[src/rtl/mem_arb_pkg.sv]
// mem_arb_pkg: shared state encoding and grant identifiers for the memory-port arbiter.
// Revision 1.0
`default_nettype none

package mem_arb_pkg;

  localparam logic [1:0] IDLE  = 2'd0;
  localparam logic [1:0] ISSUE = 2'd1;
  localparam logic [1:0] WAIT  = 2'd2;
  localparam logic [1:0] DONE  = 2'd3;

  localparam logic GRANT_A = 1'b0;
  localparam logic GRANT_B = 1'b1;

  typedef enum logic [1:0] {
    ST_IDLE  = IDLE,
    ST_ISSUE = ISSUE,
    ST_WAIT  = WAIT,
    ST_DONE  = DONE
  } state_t;

  // Under contention the requester that was not served last time wins.
  function automatic logic other_grant(input logic g);
    return (g == GRANT_A) ? GRANT_B : GRANT_A;
  endfunction

endpackage

`default_nettype wire

[src/rtl/rr_arb2.sv]
// rr_arb2: combinational two-way round-robin picker.
// Revision 1.0
`default_nettype none

module rr_arb2
  import mem_arb_pkg::*;
(
  input  logic req_a,
  input  logic req_b,
  input  logic last_grant,
  output logic grant,
  output logic valid
);

  always_comb begin
    grant = GRANT_A;
    valid = req_a | req_b;
    if (req_a && req_b) begin
      grant = other_grant(last_grant);
    end else if (req_b) begin
      grant = GRANT_B;
    end
  end

endmodule

`default_nettype wire

[src/rtl/mem_port_arbiter.sv]
// mem_port_arbiter: shares one synchronous single-port memory between requesters A and B,
// sequencing each access as ISSUE/WAIT/DONE with registered outputs. Revision 1.0
`default_nettype none

module mem_port_arbiter
  import mem_arb_pkg::*;
#(
  parameter int ADDR_W = 6,
  parameter int DATA_W = 8
) (
  input  logic              clock,
  input  logic              reset_n,
  input  logic              req_a,
  input  logic              we_a,
  input  logic [ADDR_W-1:0] addr_a,
  input  logic [DATA_W-1:0] wdata_a,
  output logic              ack_a,
  output logic [DATA_W-1:0] rdata_a,
  input  logic              req_b,
  input  logic              we_b,
  input  logic [ADDR_W-1:0] addr_b,
  input  logic [DATA_W-1:0] wdata_b,
  output logic              ack_b,
  output logic [DATA_W-1:0] rdata_b,
  output logic              busy,
  output logic              mem_cs,
  output logic              mem_wr,
  output logic [ADDR_W-1:0] mem_adr,
  output logic [DATA_W-1:0] mem_din,
  input  logic [DATA_W-1:0] mem_dout
);

  state_t            state;
  logic              last_grant;
  logic              winner;
  logic              pick_grant;
  logic              pick_valid;
  logic              sel_we;
  logic [ADDR_W-1:0] sel_addr;
  logic [DATA_W-1:0] sel_wdata;

  rr_arb2 u_pick (
    .req_a      (req_a),
    .req_b      (req_b),
    .last_grant (last_grant),
    .grant      (pick_grant),
    .valid      (pick_valid)
  );

  always_comb begin
    sel_we    = we_a;
    sel_addr  = addr_a;
    sel_wdata = wdata_a;
    if (pick_grant == GRANT_B) begin
      sel_we    = we_b;
      sel_addr  = addr_b;
      sel_wdata = wdata_b;
    end
  end

  // mem_adr/mem_din double as the latched request; they stay put until the next IDLE sample.
  always_ff @(posedge clock or negedge reset_n) begin
    if (!reset_n) begin
      state      <= ST_IDLE;
      last_grant <= GRANT_B;
      winner     <= GRANT_A;
      mem_cs     <= 1'b0;
      mem_wr     <= 1'b0;
      mem_adr    <= '0;
      mem_din    <= '0;
      ack_a      <= 1'b0;
      ack_b      <= 1'b0;
      rdata_a    <= '0;
      rdata_b    <= '0;
      busy       <= 1'b0;
    end else begin
      case (state)
        ST_IDLE: begin
          ack_a <= 1'b0;
          ack_b <= 1'b0;
          if (pick_valid) begin
            winner     <= pick_grant;
            last_grant <= pick_grant;
            mem_cs     <= 1'b1;
            mem_wr     <= sel_we;
            mem_adr    <= sel_addr;
            mem_din    <= sel_wdata;
            busy       <= 1'b1;
            state      <= ST_ISSUE;
          end
        end
        ST_ISSUE: begin
          mem_wr <= 1'b0;
          state  <= ST_WAIT;
        end
        ST_WAIT: begin
          // Memory output now reflects the op done at the ISSUE edge (read-back for writes).
          mem_cs <= 1'b0;
          mem_wr <= 1'b0;
          if (winner == GRANT_A) begin
            rdata_a <= mem_dout;
            ack_a   <= 1'b1;
          end else begin
            rdata_b <= mem_dout;
            ack_b   <= 1'b1;
          end
          state <= ST_DONE;
        end
        ST_DONE: begin
          ack_a <= 1'b0;
          ack_b <= 1'b0;
          busy  <= 1'b0;
          state <= ST_IDLE;
        end
        default: begin
          state <= ST_IDLE;
        end
      endcase
    end
  end

`ifndef SYNTHESIS
  a_one_ack : assert property (@(posedge clock) disable iff (!reset_n) !(ack_a && ack_b));
  a_wr_issue : assert property (@(posedge clock) disable iff (!reset_n) mem_wr |-> (state == ST_ISSUE));
`endif

endmodule

`default_nettype wire
[config.mk]
export PLATFORM = sky130hd
export DESIGN_NAME = mem_port_arbiter
export DESIGN_NICKNAME = d
export VERILOG_FILES = /design/src/rtl/mem_arb_pkg.sv /design/src/rtl/rr_arb2.sv /design/src/rtl/mem_port_arbiter.sv
export SDC_FILE = /design/constraint.sdc
export NUM_CORES = 1
export LEC_CHECK = 0
export ABC_AREA = 1
export CAP_MARGIN = 20
export CORE_MARGIN = 2
export CORE_UTILIZATION = 45
export CTS_CLUSTER_SIZE = 14
export DETAILED_ROUTE_END_ITERATION = 16
export PLACE_DENSITY = 0.85
export RECOVER_POWER = 100
export SYNTH_ARGS = -nofsm -noshare
export SYNTH_HDL_FRONTEND = slang
export SYNTH_SLANG_ARGS = --single-unit
[constraint.sdc]
create_clock -name clock -period 2.9 [get_ports clock]
set_input_delay 0.725 -clock clock [delete_from_list [all_inputs] [get_ports clock]]
set_output_delay 0.725 -clock clock [all_outputs]
set_load 0.01 [all_outputs]
## After elaboration in Yosys (flattened, before gate mapping)

Cells that the tools add are included.
W data, S select, Z words.

- Register bits after elaboration: 39
- Input bits: 42
- Output and inout port bits: 35
- Logic and storage cells: 53

- Equal/unequal tests: 6
- Multiplexer cells: 17
- Bitwise operators: 2
- Reduce and logical (&&, ||, !) cells: 16

Operator list:

| cell | count |
|---|---|
| $reduce_and A2 Y1 | 8 |
| $pmux W1 S2 | 5 |
| $mux W1 | 8 |
| $mux W8 | 1 |
| $pmux W2 S4 | 1 |
| $reduce_bool A2 Y1 | 4 |
| $mux W6 | 1 |
| $ne A2 B2 Y1 const B | 3 |
| $eq A2 B2 Y1 const B | 2 |
| $reduce_or A2 Y1 | 2 |
| $eq A2 B1 Y1 const B | 1 |
| $logic_not A2 Y1 | 1 |
| $mux W2 | 1 |
| $logic_and A1 B1 Y1 | 1 |
| $not A1 Y1 | 1 |
| $or A1 B1 Y1 | 1 |

## Depth between registers and ports, before layout

Gate-level depths: netlist (run 1).

- Depth after elaboration: 5
- Mapped depth: 7
- Mapped depth without buffers: 6

## Hierarchy

A second synthesis (run 1) with hierarchy kept.

- Cell total of the unflattened synthesis: 234
- Area total of the unflattened synthesis: 1886.8 um2

Modules (own cells, without submodules):

| module | instances | cells an instance | area an instance (um2) | sequential area each (um2) |
|---|---|---|---|---|
| mem_port_arbiter | 1 | 231 | 1871.8 | 977.2 |
| rr_arb2 | 1 | 3 | 15.0 | 0.0 |

## Worst setup path after synthesis (run 1)

OpenSTA, ideal clock, no wires.

- Path kind: input-to-reg
- From: input port req_b
- To: register mem_cs
- Setup time: 0.120 ns
- Arrival: 1.361 ns
- Required time: 2.780 ns
- Path slack: 1.419 ns
- Cell stages on the path: 5
- Buffers on the path: 1
- Path through: nor2_1 > nor2_4 > buf_4 > o21ai_0 > inv_1

- Longest elaborated chain between the ends: 3

RTL lines:

| item | RTL line | RTL |
|---|---|---|
| from (decl) | mem_port_arbiter.sv:19 | `input logic req_b,` |
| $or A1 B1 Y1 | rr_arb2.sv:17 | `valid = req_a \| req_b;` |
| $ne A2 B2 Y1 (no source line) | n/a |  |
| $reduce_and A2 Y1 (no source line) | n/a |  |
| to (signal assigned) | mem_port_arbiter.sv:67 | `mem_cs <= 1'b0;` |
| to (signal assigned) | mem_port_arbiter.sv:84 | `mem_cs <= 1'b1;` |
| to (signal assigned) | mem_port_arbiter.sv:98 | `mem_cs <= 1'b0;` |
| to (decl) | mem_port_arbiter.sv:26 | `output logic mem_cs,` |

No other way between the ends.
A chain may end at the register's enable or synchronous reset.

## Worst setup path in the final report (run 1)

- From: input port req_b
- To: register mem_din[6]

- Longest elaborated chain between the ends: 3
- Elaborated cells on any way between the ends: 6
- Classes of those cells: mux (3); bitwise (1); reduce/logical (2)

RTL lines:

| item | RTL line | RTL |
|---|---|---|
| $mux W1 or $logic_and A1 B1 Y1 (tied branches) | rr_arb2.sv:20, rr_arb2.sv:18 |  |
| $mux W1 | rr_arb2.sv:18 | `if (req_a && req_b) begin` |
| $mux W8 | mem_port_arbiter.sv:54 | `if (pick_grant == GRANT_B) begin` |
| to (signal assigned) | mem_port_arbiter.sv:87 | `mem_din <= sel_wdata;` |
| to (decl) | mem_port_arbiter.sv:29 | `output logic [DATA_W-1:0] mem_din,` |

Parallel ways exist; a longest one is shown, timed or not.

==> flow_summary.toml, run 1 <==
[power]
power_density_nw_per_um2 = 990
p_leak_nw = 1.36
vdd_drop_max_mv = 0.714

[die]
num_rows = 22
fp.dieW_um = 66.4
start_util_pct = 47.2
ios = 77
coreArea_sq_um = 3720
die_h_um = 66.4
dieArea_sq_um = 4410

[worst_setup_path]
worstPathArrival_ns = 2.28
end_kind = "register"
cp_slowest_cell = "dlygate4sd3_1"
startpoint_type = "primary input"
crit_required_ns = 3.10
critPathMostFrequentCell = "o21ai_0"
max_stage_delay_ns = 0.59
cp_top_family = "buffers and inverters"
path_class = "in -> reg"
regToRegSetupSlack_ns = 1.35
cp_max_fo = 12
crit_buf_inv = 2
crit_path_cell_trace = "dlygate4sd3_1 -> o21ai_0 -> buf_4 -> nand2_1 -> o21ai_0"

[logic_synthesis]
synth_top_cell_by_area = "dfrtp_1"
synthCells = 213
syn-cell-area_sq_um = 1750
ys_types = 18
ys_ff_latch = 39
synthTopCellsByArea = "dfrtp_1, nand2_1, o21ai_0"
synth.avg_cell_area_sq_um = 8.24
yosys.area.top_type_share_pct = 54.2
yosysSeqAreaShare_pct = 55.7
yosysWarnings = 0
synth_fp_nets = 259

[grt]
grt_pass1_wl_mm = 6.67
grt_pass1_vias = 1521
overflow = 0
antenna_found_initial = 0
grtUsageTotal_pct = 20.1
grt_max_degree = 40

[clocking]
clk_latency_ns = 0.29
clkTransAtPathRegs_ns = 0.08
clock_path_buffers = 2
clock_sinks = 39
cts_buffers = 5
post_cts_buffers = 0
htreeDepth = 2
cts_resized = 0
cts_tree = "done"
clockRootBuffer = "clkbuf_8"
ctsHoldBuffers = 0

[drt]
post_drt_wl_per_cell_um = 12.0
drc = 0
ant_nets = 0
wl_mm = 4.09
detail_route.vias_per_cell = 4.66
drtIter0Drc = 125
routed-via-count = 1586
drt_first_pass_iters = 4

[finish]
finish.utilization_pct = 72.1
drive_gt1_share_pct = 4.45
n_fill_cell = 271
area_delta_synth_final_pct = 52.7
final_common_cell = "nand2_1"
num-nets-final = 337
layout_common_cells = "nand2_1, clkdlybuf4s50_1, dfrtp_1"
antenna_cells = 0

[timing]
fin_crit_sh_pct = 71.5
slew_headroom_pct = 43.7
finalSetupViolCount = 0
tightest_slew_ns = 0.844
drv_slew = 0
finalClockSkew_ns = 0.00466
hold_violations = 0
tns_ns = 0
fin_crit_ns = 2.07
max_freq_mhz = 482
rsz0062_at_grt = "false"

[placement]
port_buffers = 76
dp_hpwl_mm = 2.95
gp_routability_congestion = 0.771

[job]
maxCapViolations = 0

[worst_hold_path]
hold_path_class = "reg -> reg"

[outcome]
status = "completed"
-- worst paths after layout --
kind / from / endpoint / cells past startpoint
max: req_b / mem_din[6]$_DFFE_PN0P_ / 5
min: last_grant$_DFFE_PN1P_ / last_grant$_DFFE_PN1P_ / 2
max reg2reg: state[0]$_DFFE_PN0P_ / ack_a$_DFFE_PN0P_ / 6
min reg2reg: last_grant$_DFFE_PN1P_ / last_grant$_DFFE_PN1P_ / 2
max in group asynchronous: reset_n / state[1]$_DFFE_PN0P_ / 1
min in group asynchronous: reset_n / mem_din[7]$_DFFE_PN0P_ / 1
-- stage by stage --
| step | setup WS (ns) | area [sq um] | std cells | power, mW | hold slack (ns) |
|---|---|---|---|---|---|
| after global routing | 0.713 | 2680 | 340 | 2.86 | 0.494 |
| after detailed placement | 0.783 | 2540 | 332 | 2.23 | 0.459 |
| after floorplan | 1.42 | 1750 | 213 | 1.57 | 0.429 |
| final | 0.827 | 2680 | 340 | 2.65 | 0.469 |
| after global placement | 0.827 | 2540 | 332 | 2.18 | 0.457 |
| after CTS | 0.943 | 2680 | 340 | 2.77 | 0.471 |
-- area by class of cell --
cell class                 instances  area [sq um]  area share [%]
clock buffer                       5          68.8            2.57
multi-input combinational        134           611            22.8
clock inverter                     3          67.6            2.52
sequential                        39           977            36.5
tap                               48          60.1            2.24
timing repair buffer              78           771            28.8
inverter                          33           124            4.62
-- Yosys cell counts --
cell,number
buf_2,1
buf_4,4
clkbuf_1,2
dfrtp_1,38
dfstp_2,1
ha_1,4
inv_1,33
nand2_1,70
nand3_1,2
nand3b_1,1
nor2_1,15
nor2_4,1
nor3_1,1
o211ai_1,1
o21a_1,1
o21ai_0,34
o21ai_1,2
o22ai_1,2
-- routing by layer --
| metal | GRT usage (%) | routed length (um) |
|---|---|---|
| met5 | 0 | 0 |
| met4 | 8.42 | 89 |
| met3 | 4.26 | 184 |
| met2 | 34.1 | 2070 |
| met1 | 24.5 | 1750 |
-- power breakdown --
group | switching [mW] | internal [mW] | total (mW)
logic | 0.612 | 0.555 | 1.17
registers | 0.136 | 0.817 | 0.952
clock network | 0.189 | 0.343 | 0.532
-- kinds of logic (layout without fill, tap and decap cells) --
kind of cell,Yosys count,count (layout),share of synthesized area (%)
AND/OR/NAND/NOR,90,90,20.1
AO/OA/AOI/OAI,40,40,11.8
buffers and inverters,40,119,9.49
flip-flops,39,39,55.7
adder cells (fa/ha/maj),4,4,2.85
-- flip-flops by register name, summed over array words and instances (netlist names) --
register and count:
ack_b 1, ack_a 1, last_grant 1, winner 1, busy 1, state 2, rdata_b 8, mem_wr 1
rdata_a 8, mem_cs 1, mem_adr 6, mem_din 8
-- worst reg2reg max path: stages, from the launching register on --
cell	delay [ns]
dfrtp_1	0.36
inv_1	0.08
ha_1	0.25
nand2_1	0.40
inv_1	0.12
o22ai_1	0.18
inv_1	0.06
No activity file was read; power rests on OpenSTA's default activity.
==> inputs of run 2 (changes only) <==
--- a/config.mk
+++ b/config.mk
@@ -8,10 +8,10 @@
 export ABC_AREA = 1
 export CAP_MARGIN = 20
 export CORE_MARGIN = 2
-export CORE_UTILIZATION = 45
+export CORE_UTILIZATION = 42
 export CTS_CLUSTER_SIZE = 14
 export DETAILED_ROUTE_END_ITERATION = 16
-export PLACE_DENSITY = 0.85
+export PLACE_DENSITY = 0.8
 export RECOVER_POWER = 100
 export SYNTH_ARGS = -nofsm -noshare
 export SYNTH_HDL_FRONTEND = slang
==> constraint.sdc (replaced) <==
create_clock -name clock -period 2.05 [get_ports clock]
set_input_delay 0.5125 -clock clock [delete_from_list [all_inputs] [get_ports clock]]
set_output_delay 0.5125 -clock clock [all_outputs]
set_load 0.01 [all_outputs]
==> run 2 against run 1 <==
Sequential power is 42% higher; critical path depth is 4 lower; design area is 0.56% higher; worst hold slack worse by 0.12 ns; clock skew hardly changed; highest routed layer unchanged.
==> flow_summary.toml, run 2 (synthesis gave the netlist of run 1 again) <==
[clocking]
ctsHoldBuffers = 0
cts_tree = "done"
cts_buffers = 5
clk_latency_ns = 0.29
clockRootBuffer = "clkbuf_8"
clkTransAtPathRegs_ns = 0.07
htreeDepth = 2
clock_sinks = 39
post_cts_buffers = 0
cts_resized = 0
clock_path_buffers = 2

[power]
power.switching_mw = 1.30
p_leak_nw = 1.37
swShare_pct = 34.8
intPower_mw = 2.44
comb_power_share_pct = 44.1
p_seq_share_pct = 36.1
clockPowerShare_pct = 19.9
vdd_drop_max_mv = 0.641
power_density_nw_per_um2 = 1390
finalPower_mw = 3.74

[finish]
stdcell_area_sq_um = 2690
area_delta_synth_final_pct = 53.6
drive_gt1_share_pct = 4.10
largestRegisters = "mem_din: 8 flops, rdata_a: 8 flops, rdata_b: 8 flops"
final_common_cell = "nand2_1"
layout_common_cells = "nand2_1, clkdlybuf4s50_1, dfrtp_1"
antenna_cells = 0
num-nets-final = 338

[grt]
antenna_found_initial = 0
grtUsageTotal_pct = 18.7
overflow = 0
grt_max_degree = 29
grt_pass1_wl_mm = 6.46
grt_pass1_vias = 1493

[die]
coreArea_sq_um = 4000
dieArea_sq_um = 4710
ios = 77
fp.dieW_um = 68.6
start_util_pct = 43.9
num_rows = 23
die_h_um = 68.6

[drt]
post_drt_wl_per_cell_um = 11.7
detail_route.vias_per_cell = 4.56
drc = 0
drt_first_pass_iters = 4
wl_mm = 4.03
routed-via-count = 1565
ant_nets = 0
drtIter0Drc = 62

[timing]
finalSetupViolCount = 0
fin_crit_sh_pct = 88.5
slew_headroom_pct = 35.6
tightest_slew_ns = 0.966
finalClockSkew_ns = 0.00483
drv_slew = 0
max_freq_mhz = 551
hold_violations = 0
rsz0062_at_grt = "false"
fin_crit_ns = 1.81
tns_ns = 0

[worst_setup_path]
cp_top_family = "buffers and inverters"
startpoint_type = "register"
max_stage_delay_ns = 0.62
path_class = "reg -> out"
end_kind = "primary output"
crit_required_ns = 1.54
crit_path_cell_trace = "dlygate4sd3_1"
crit_buf_inv = 1
worstPathArrival_ns = 1.30
cp_slowest_cell = "dlygate4sd3_1"
cp_max_fo = 2

[outcome]
status = "completed"

[job]
maxCapViolations = 0

[placement]
gp_routability_congestion = 0.733
placed_cell_area_sq_um = 2560
port_buffers = 76
dp_hpwl_mm = 3.01

[worst_hold_path]
hold_path_class = "in -> async"
[run 2: changes by cell type in the layout (fill, tap and decap cells not counted), sizes merged]
cell,before,now
clkbuf,5,8
buf,3,2
clkinvlp,1,0
[run 2: final cells by class]
class	instances	area (sq um)
tap	50	62.6
timing repair buffer	79	787
inverter	33	124
fill	360	1310
sequential	39	977
clock inverter	2	60.1
clock buffer	6	72.6
multi-input combinational	134	611
[run 2: path summary, 6_finish.rpt]
| kind | startpoint | endpoint | slack (ns) | cells after the start |
|---|---|---|---|---|
| max | rdata_b[2]$_DFFE_PN0P_ | rdata_b[2] | 0.24 | 1 |
| min | reset_n | rdata_a[1]$_DFFE_PN0P_ | 0.35 | 1 |
| max reg2reg | state[0]$_DFFE_PN0P_ | mem_din[3]$_DFFE_PN0P_ | 0.55 | 6 |
| min reg2reg | last_grant$_DFFE_PN1P_ | last_grant$_DFFE_PN1P_ | 0.47 | 2 |
| max in group asynchronous | reset_n | rdata_a[3]$_DFFE_PN0P_ | 0.66 | 2 |
| min in group clock | last_grant$_DFFE_PN1P_ | last_grant$_DFFE_PN1P_ | 0.47 | 2 |
[run 2: power by group through the flow]
stage               Clock [mW]  Combinational (mW)  Sequential, mW
floorplan                    0               0.720            1.51
global placement             0                1.76            1.36
detailed placement           0                1.79            1.37
CTS                      0.763                1.80            1.37
global route             0.789                1.87            1.40
finish                   0.743                1.65            1.35
[run 2: metal layers]
layer	vias to the layer above	routed length, um	global-route usage, %
li1	811	-	-
met1	705	1680	21.1
met4	0	81	7.75
met3	7	226	5.52
met5	-	0	0
met2	42	2040	32.8
[run 2: per-stage QoR]
stage	std cells	worst slack (ns)	util, %	hold slack (ns)
after floorplan	213	0.724	-	0.217
after global placement	335	0.267	64.1	0.454
after detailed placement	335	0.193	64.1	0.463
after CTS	343	0.315	67.4	0.156
after global routing	343	0.202	67.3	0.454
final	343	0.235	67.3	0.349
==> inputs of run 3 (changes only) <==
--- a/config.mk
+++ b/config.mk
@@ -8,10 +8,11 @@
 export ABC_AREA = 1
 export CAP_MARGIN = 20
 export CORE_MARGIN = 2
-export CORE_UTILIZATION = 42
+export CORE_UTILIZATION = 40
+export CTS_BUF_LIST = sky130_fd_sc_hd__clkbuf_4
 export CTS_CLUSTER_SIZE = 14
 export DETAILED_ROUTE_END_ITERATION = 16
-export PLACE_DENSITY = 0.8
+export PLACE_DENSITY = 0.77
 export RECOVER_POWER = 100
 export SYNTH_ARGS = -nofsm -noshare
 export SYNTH_HDL_FRONTEND = slang
==> run 3 against run 2 <==
Die area up 4.7%; flip-flop and latch count unchanged; sequential power about the same; clock skew increased by 0.0044 ns; non-clock buffer count up 1; clock-buffer cell count is 1 higher; critical endpoint is now rdata_a[0]; combinational power barely moved; largest power group unchanged; design area fell by 2.7%; largest cell class unchanged; core utilization decreased by 6.3 points; highest routed layer unchanged; global-route usage fell by 1.6 points.
==> flow_summary.toml, run 3 (synthesis gave the netlist of run 1 again) <==
[grt]
grt_max_degree = 30
grt_pass1_vias = 1525
antenna_found_initial = 0
grt_pass1_wl_mm = 6.65
grtUsageTotal_pct = 17.1
overflow = 0

[finish]
seqCellArea_sq_um = 977
antenna_cells = 0
finish.utilization_pct = 61.0
multiInputGateArea_sq_um = 611
area_delta_synth_final_pct = 49.4
final_common_cell = "nand2_1"
largestRegisters = "mem_din: 8 flops, rdata_a: 8 flops, rdata_b: 8 flops"
num-nets-final = 339
n_fill_cell = 397
layout_common_cells = "nand2_1, clkdlybuf4s50_1, dfrtp_1"
drive_gt1_share_pct = 3.74

[worst_setup_path]
startpoint_type = "register"
crit_buf_inv = 1
crit_required_ns = 1.54
cp_max_fo = 2
timing.rr.start = "state[1]$_DFFE_PN0P_"
path_class = "reg -> out"
crit_path_cell_trace = "dlygate4sd3_1"
max_stage_delay_ns = 0.62
cp_top_family = "buffers and inverters"
worstPathArrival_ns = 1.36
timing.rr.end = "mem_wr$_DFFE_PN0P_"
r2r_cells = 6
end_kind = "primary output"
cp_slowest_cell = "dlygate4sd3_1"
regToRegSetupSlack_ns = 0.34

[timing]
slew_headroom_pct = 31.4
finalSetupViolCount = 0
rsz0062_at_grt = "false"
hold_violations = 0
drv_slew = 0
tns_ns = 0
fin_crit_sh_pct = 91.2
tightest_slew_ns = 1.03
fin_crit_ns = 1.87
max_freq_mhz = 535
finalClockSkew_ns = 0.00927

[power]
vdd_drop_max_mv = 0.594
finalPower_mw = 3.38
power_density_nw_per_um2 = 1290
p_leak_nw = 1.33

[die]
start_util_pct = 40.9
dieArea_sq_um = 4930
num_rows = 24
ios = 77
coreArea_sq_um = 4290
die_h_um = 70.2
fp.dieW_um = 70.2

[outcome]
status = "completed"

[clocking]
clkTransAtPathRegs_ns = 0.11
clk_latency_ns = 0.34
clockRootBuffer = "clkbuf_4"
cts_buffers = 5
cts_tree = "done"
clock_sinks = 39
htreeDepth = 2
post_cts_buffers = 0
clock_path_buffers = 2
ctsHoldBuffers = 0
cts_resized = 0

[drt]
drtIter0Drc = 106
wl_mm = 4.00
post_drt_wl_per_cell_um = 11.6
drc = 0
routed-via-count = 1576
drt_first_pass_iters = 4
detail_route.vias_per_cell = 4.55
ant_nets = 0

[placement]
gp_routability_congestion = 0.771
port_buffers = 76
dp_hpwl_mm = 3.06

[job]
maxCapViolations = 0

[worst_hold_path]
hold_path_class = "in -> async"
[run 3: changes by cell type in the layout (fill, tap and decap cells not counted), sizes merged]
cell,change
bufinv,-2
clkbuf,+3
clkinv,+1
buf,-1
[run 3: cell type report]
| class | count | area share (%) |
|---|---|---|
| Timing Repair Buffer | 80 | 30.0 |
| Sequential cell | 39 | 37.3 |
| Tap cell | 52 | 2.48 |
| Inverter | 33 | 4.73 |
| Multi-Input combinational cell | 134 | 23.3 |
| Clock inverter | 1 | 0.191 |
| Clock buffer | 7 | 2.01 |
[run 3: through the flow]
step           setup slack (ns)  hold WS, ns  area [sq um]  cells
2_1_floorplan             0.724        0.217          1750    213
3_3_place_gp              0.245        0.454          2570    338
3_5_place_dp              0.152        0.455          2570    338
4_1_cts                   0.241       0.0917          2630    346
5_1_grt                   0.125        0.389          2620    346
6_report                  0.181        0.319          2620    346
[run 3: metal layers]
layer | up-vias | global-route usage [%] | part of all wire, %
met5 | - | 0 | 0
met4 | 0 | 3.85 | 0.77
met3 | 3 | 7.22 | 8.5
met2 | 51 | 27.8 | 46
met1 | 708 | 21.3 | 44
li1 | 814 | - | -
[run 3: how the worst max path moves through the flow]
| stage | from | end | slack [ns] | cells past startpoint |
|---|---|---|---|---|
| floorplan | state[0]$_DFFE_PN0P_ | mem_adr[0]$_DFFE_PN0P_ | 0.72 | 7 |
| global placement | req_b | mem_adr[5]$_DFFE_PN0P_ | 0.24 | 5 |
| detailed placement | req_b | mem_adr[2]$_DFFE_PN0P_ | 0.15 | 5 |
| CTS | rdata_a[0]$_DFFE_PN0P_ | rdata_a[0] | 0.24 | 1 |
| global route | mem_din[4]$_DFFE_PN0P_ | mem_din[4] | 0.12 | 1 |
| finish | rdata_a[0]$_DFFE_PN0P_ | rdata_a[0] | 0.18 | 1 |
[run 3: where the power goes]
group / total (mW) / switching (mW) / internal [mW] / leakage, nW
Clock: 0.395 / 0.234 / 0.160 / 0.0361
Combinational: 1.64 / 0.849 / 0.788 / 0.821
Sequential: 1.35 / 0.196 / 1.15 / 0.477
==> RTL edit 1, RTL diff (flow settings as in run 3) <==
Reset style: synchronous (`reset_n`), changed in one clocked block.
--- a/src/rtl/mem_port_arbiter.sv
+++ b/src/rtl/mem_port_arbiter.sv
@@ -60,5 +60,5 @@
 
   // mem_adr/mem_din double as the latched request; they stay put until the next IDLE sample.
-  always_ff @(posedge clock or negedge reset_n) begin
+  always_ff @(posedge clock) begin
     if (!reset_n) begin
       state      <= ST_IDLE;
Formal check against the unedited RTL: differs if reset_n is asserted again (counterexample within 4 cycles, from zero or initial values and one cycle with reset_n low); with reset_n held inactive, the same outputs for 10 cycles.
==> RTL edit 1 against run 3 <==
  * Synthesized cell count rose by 16%
  * Worst hold slack improved by 0.16 ns
  * Clock power rose by 63%
  * Largest power group unchanged
  * Sequential cell count did not move
  * Power fell by 18%
  * Global-route usage rose by 1.8 points
  * Design area fell by 1.4%
  * Register-to-register slack improved by 0.06 ns
  * Critical path depth did not move
  * Routed wire length rose by 7.3%
  * Area after synthesis fell by 3.6%
  * Setup slack improved by 0.046 ns
==> RTL edit 1: results <==
[run_status]
outcome = "finished, final reports clean"

[grt]
grtUsageTotal = 0.189
grt_pass1_vias = 1694
grt_max_degree = 38
grt_pass1_wl_um = 7410

[pwr]
leakage_nw = 1.26
powerDensity_mw_per_mm2 = 1070
seqPwrFrac = 0.380
p_switching_w = 0.000918
p_clk_frac = 0.233
irDropWorstVdd_mv = 0.502

[worst_setup_path]
rrSetupSlack_ns = 0.40
startpoint = "rdata_a[1]"
r2r_cells = 7
worst-endpoint-arrival_ns = 1.31
r2r_end = "rdata_a[0]"

[detailed_routing]
wirelength_um = 4290
drt_iter0_drc = 80
via_count = 1707

[logic_synthesis]
yosysUniqueCellTypes = 17
synthArstFlopShare = 0
synth_area_leaders = "dfxtp_1 46%, nor2_1 18%, o21ai_0 9.2%, nand2_1 8.9%, inv_1 5.1%"
synth_seq_area_share = 0.462
postSynthCellCount = 247
synthTopCellsByCount = "81 x nor2_1, 40 x nand2_1, 39 x dfxtp_1"
synthFlopType = "dfxtp_1"
syn_nets = 293

[finish]
nNetsFinal = 370
fin_cells = 375
drive_above_1_share = 0.0400
n_fill_cell = 360

[min_path]
min_path_type = "reg2reg"

[placement]
pre_cts_ws_ns = 0.261
dpl-instance-area_mm2 = 0.00249
dp_hpwl_um = 3110
gp_congestion = 0.784

[timing]
tightest_slew_ns = 0.582
clock_skew_ns = 0.0140
min_period_over_period = 0.889

[clock_tree]
numCtsBuffers = 5
clk_latency_ns = 0.34
RTL edit 1: cell count changes after synthesis, sizes merged, moves of 2 or more:
cell,delta
inv,-8
nand3,+2
buf,+3
dfxtp,+39
o22ai,-2
dfrtp,-38
nor2,+67
a21oi,+6
nand2,-29
RTL edit 1: cells by family after synthesis:
family / synth area share
flops: 0.462
buf+inv: 0.0932
simple gates: 0.294
compound gates: 0.121
fa+ha+maj: 0.0296
RTL edit 1: metal layers:
metal  global-route usage  share of wire  wire (um)
met1                0.225           0.45       1930
met2                0.331           0.50       2160
met3               0.0380          0.033        143
met4               0.0741          0.014         60
met5                    0              0          0
RTL edit 1: area by class of cell:
class	instances	share of cell area
Clock buffer	6	0.0174
Clock inverter	2	0.0233
Inverter	25	0.0363
Multi-Input combinational cell	173	0.288
Sequential cell	39	0.302
Tap cell	50	0.0242
Timing Repair Buffer	80	0.309
==> RTL edit 2, RTL diff (flow settings as in run 3) <==
Made on the original files. `ADDR_W`: 6 -> 5.
--- a/src/rtl/mem_port_arbiter.sv
+++ b/src/rtl/mem_port_arbiter.sv
@@ -6,5 +6,5 @@
   import mem_arb_pkg::*;
 #(
-  parameter int ADDR_W = 6,
+  parameter int ADDR_W = 5,
   parameter int DATA_W = 8
 ) (
Interface: changed (resized addr_a, addr_b and mem_adr); port bits go from 77 to 74. No check against the original RTL was run, so the function may have changed too.
==> RTL edit 2 against run 3 <==
  * Utilization rose by 1.6 points
  * Sequential cell count decreased by 1
  * Via count decreased by 3.2%
  * Critical path depth stayed put
  * Setup slack worse by 0.0075 ns
  * Power down 3.1%
  * Non-clock buffer count fell by 2
  * First-iteration DRC count shrank 27%
  * Design area decreased by 3.1%
  * Sequential share of layout area up 0.19 points
  * Synthesized cell count is 3.8% lower
  * Routed wire length shrank 4.9%
  * Area after synthesis is 2.7% lower
==> RTL edit 2: results <==
[run_status]
outcome = "finished, final reports clean"

[logic_synthesis]
yosysUniqueCellTypes = 21
synth_area_leaders = "dfrtp_1 54%, nand2_1 15%, inv_1 7.0%, o21ai_0 6.2%, o21ai_1 3.8%"
yosysWarnings = 0
synthTopCellsByCount = "66 x nand2_1, 37 x dfrtp_1, 32 x inv_1"
syn_nets = 249
postSynthCellCount = 205
synthArstFlopShare = 1.00
synth_seq_area_share = 0.558

[grt]
grt_pass1_wl_um = 6850
grt_pass1_vias = 1547
antenna_found_initial = 0
grt_max_degree = 28
grtUsageTotal = 0.175

[pwr]
irDropWorstVdd_mv = 0.690
p_sw_frac = 0.383
leakage_nw = 1.29

[worst_setup_path]
crit_fanout = 2
r2r_end = "mem_din[0]"
rrSetupSlack_ns = 0.31
crit_family = "buffers and inverters"
slowest_delay_ns = 0.61
r2r_start = "state[0]"

[placement]
io_buffers = 73
dp_hpwl_um = 2930
gp_congestion = 0.786
pre_cts_ws_ns = 0.197
dpl-instance-area_mm2 = 0.00251

[finish]
utilization = 0.626
antenna_cells = 0
fin_cells = 335
drive_above_1_share = 0.0421
n_fill_cell = 366
nNetsFinal = 328
top_regs = "mem_din x8, rdata_a x8, rdata_b x8"

[timing]
hold_ws_ns = 0.418
setup_slack_ns = 0.173
max_slew_margin = 0.138
clock_skew_ns = 0.0103

[clock_tree]
ctsResizeCount = 0
htree_levels = 2
numCtsBuffers = 5
post_cts_buffers = 0
path_clk_slew_ns = 0.12
root_buffer = "clkbuf_4"
clockBufferDepth = 2

[detailed_routing]
drc = 0
routed_via_density = 4.55
drt_iter0_drc = 77
drtPass1Iterations = 4
wl_per_cell_um = 11.4

[min_path]
min_path_type = "in2async"
==> RTL edit 2: worst max path at each step <==
stage | startpoint | to | cells past startpoint
detailed placement | req_b | mem_din[0] | 5
global placement | req_b | mem_adr[4] | 5
CTS | mem_din[5] | mem_din[5] | 1
global route | mem_din[5] | mem_din[5] | 1
floorplan | state[0] | mem_adr[0] | 7
finish | rdata_b[0] | rdata_b[0] | 1
==> RTL edit 2: final cells by class <==
| type | count | share of cell area |
|---|---|---|
| Clock inverter | 3 | 0.00640 |
| Multi-Input combinational cell | 129 | 0.232 |
| Tap cell | 50 | 0.0246 |
| Inverter | 32 | 0.0473 |
| Clock buffer | 5 | 0.0148 |
| Timing Repair Buffer | 78 | 0.300 |
| Sequential cell | 38 | 0.375 |
==> RTL edit 2: power groups by stage <==
stage                     logic, W  registers, W  clock network [W]
after floorplan           0.000722       0.00147                  0
after global placement     0.00174       0.00133                  0
after global routing       0.00180       0.00136           0.000424
after detailed placement   0.00179       0.00133                  0
final                      0.00159       0.00130           0.000378
after CTS                  0.00179       0.00132           0.000391
==> RTL edit 2: kinds of logic (layout without fill, tap and decap cells) <==
| kind of cell | Yosys count | count (layout) | synth area share |
|---|---|---|---|
| buf+inv | 38 | 118 | 0.0909 |
| flops | 38 | 38 | 0.558 |
| fa+ha+maj | 4 | 4 | 0.0293 |
| simple gates | 86 | 86 | 0.201 |
| compound gates | 39 | 39 | 0.121 |
==> RTL edit 2: layer usage <==
layer / global-route usage / part of all wire / vias up / wire [um]
li1: - / - / 792 / -
met1: 0.208 / 0.43 / 687 / 1620
met2: 0.292 / 0.49 / 39 / 1870
met3: 0.0610 / 0.064 / 7 / 244
met4: 0.0697 / 0.020 / 0 / 76
met5: 0 / 0 / - / 0
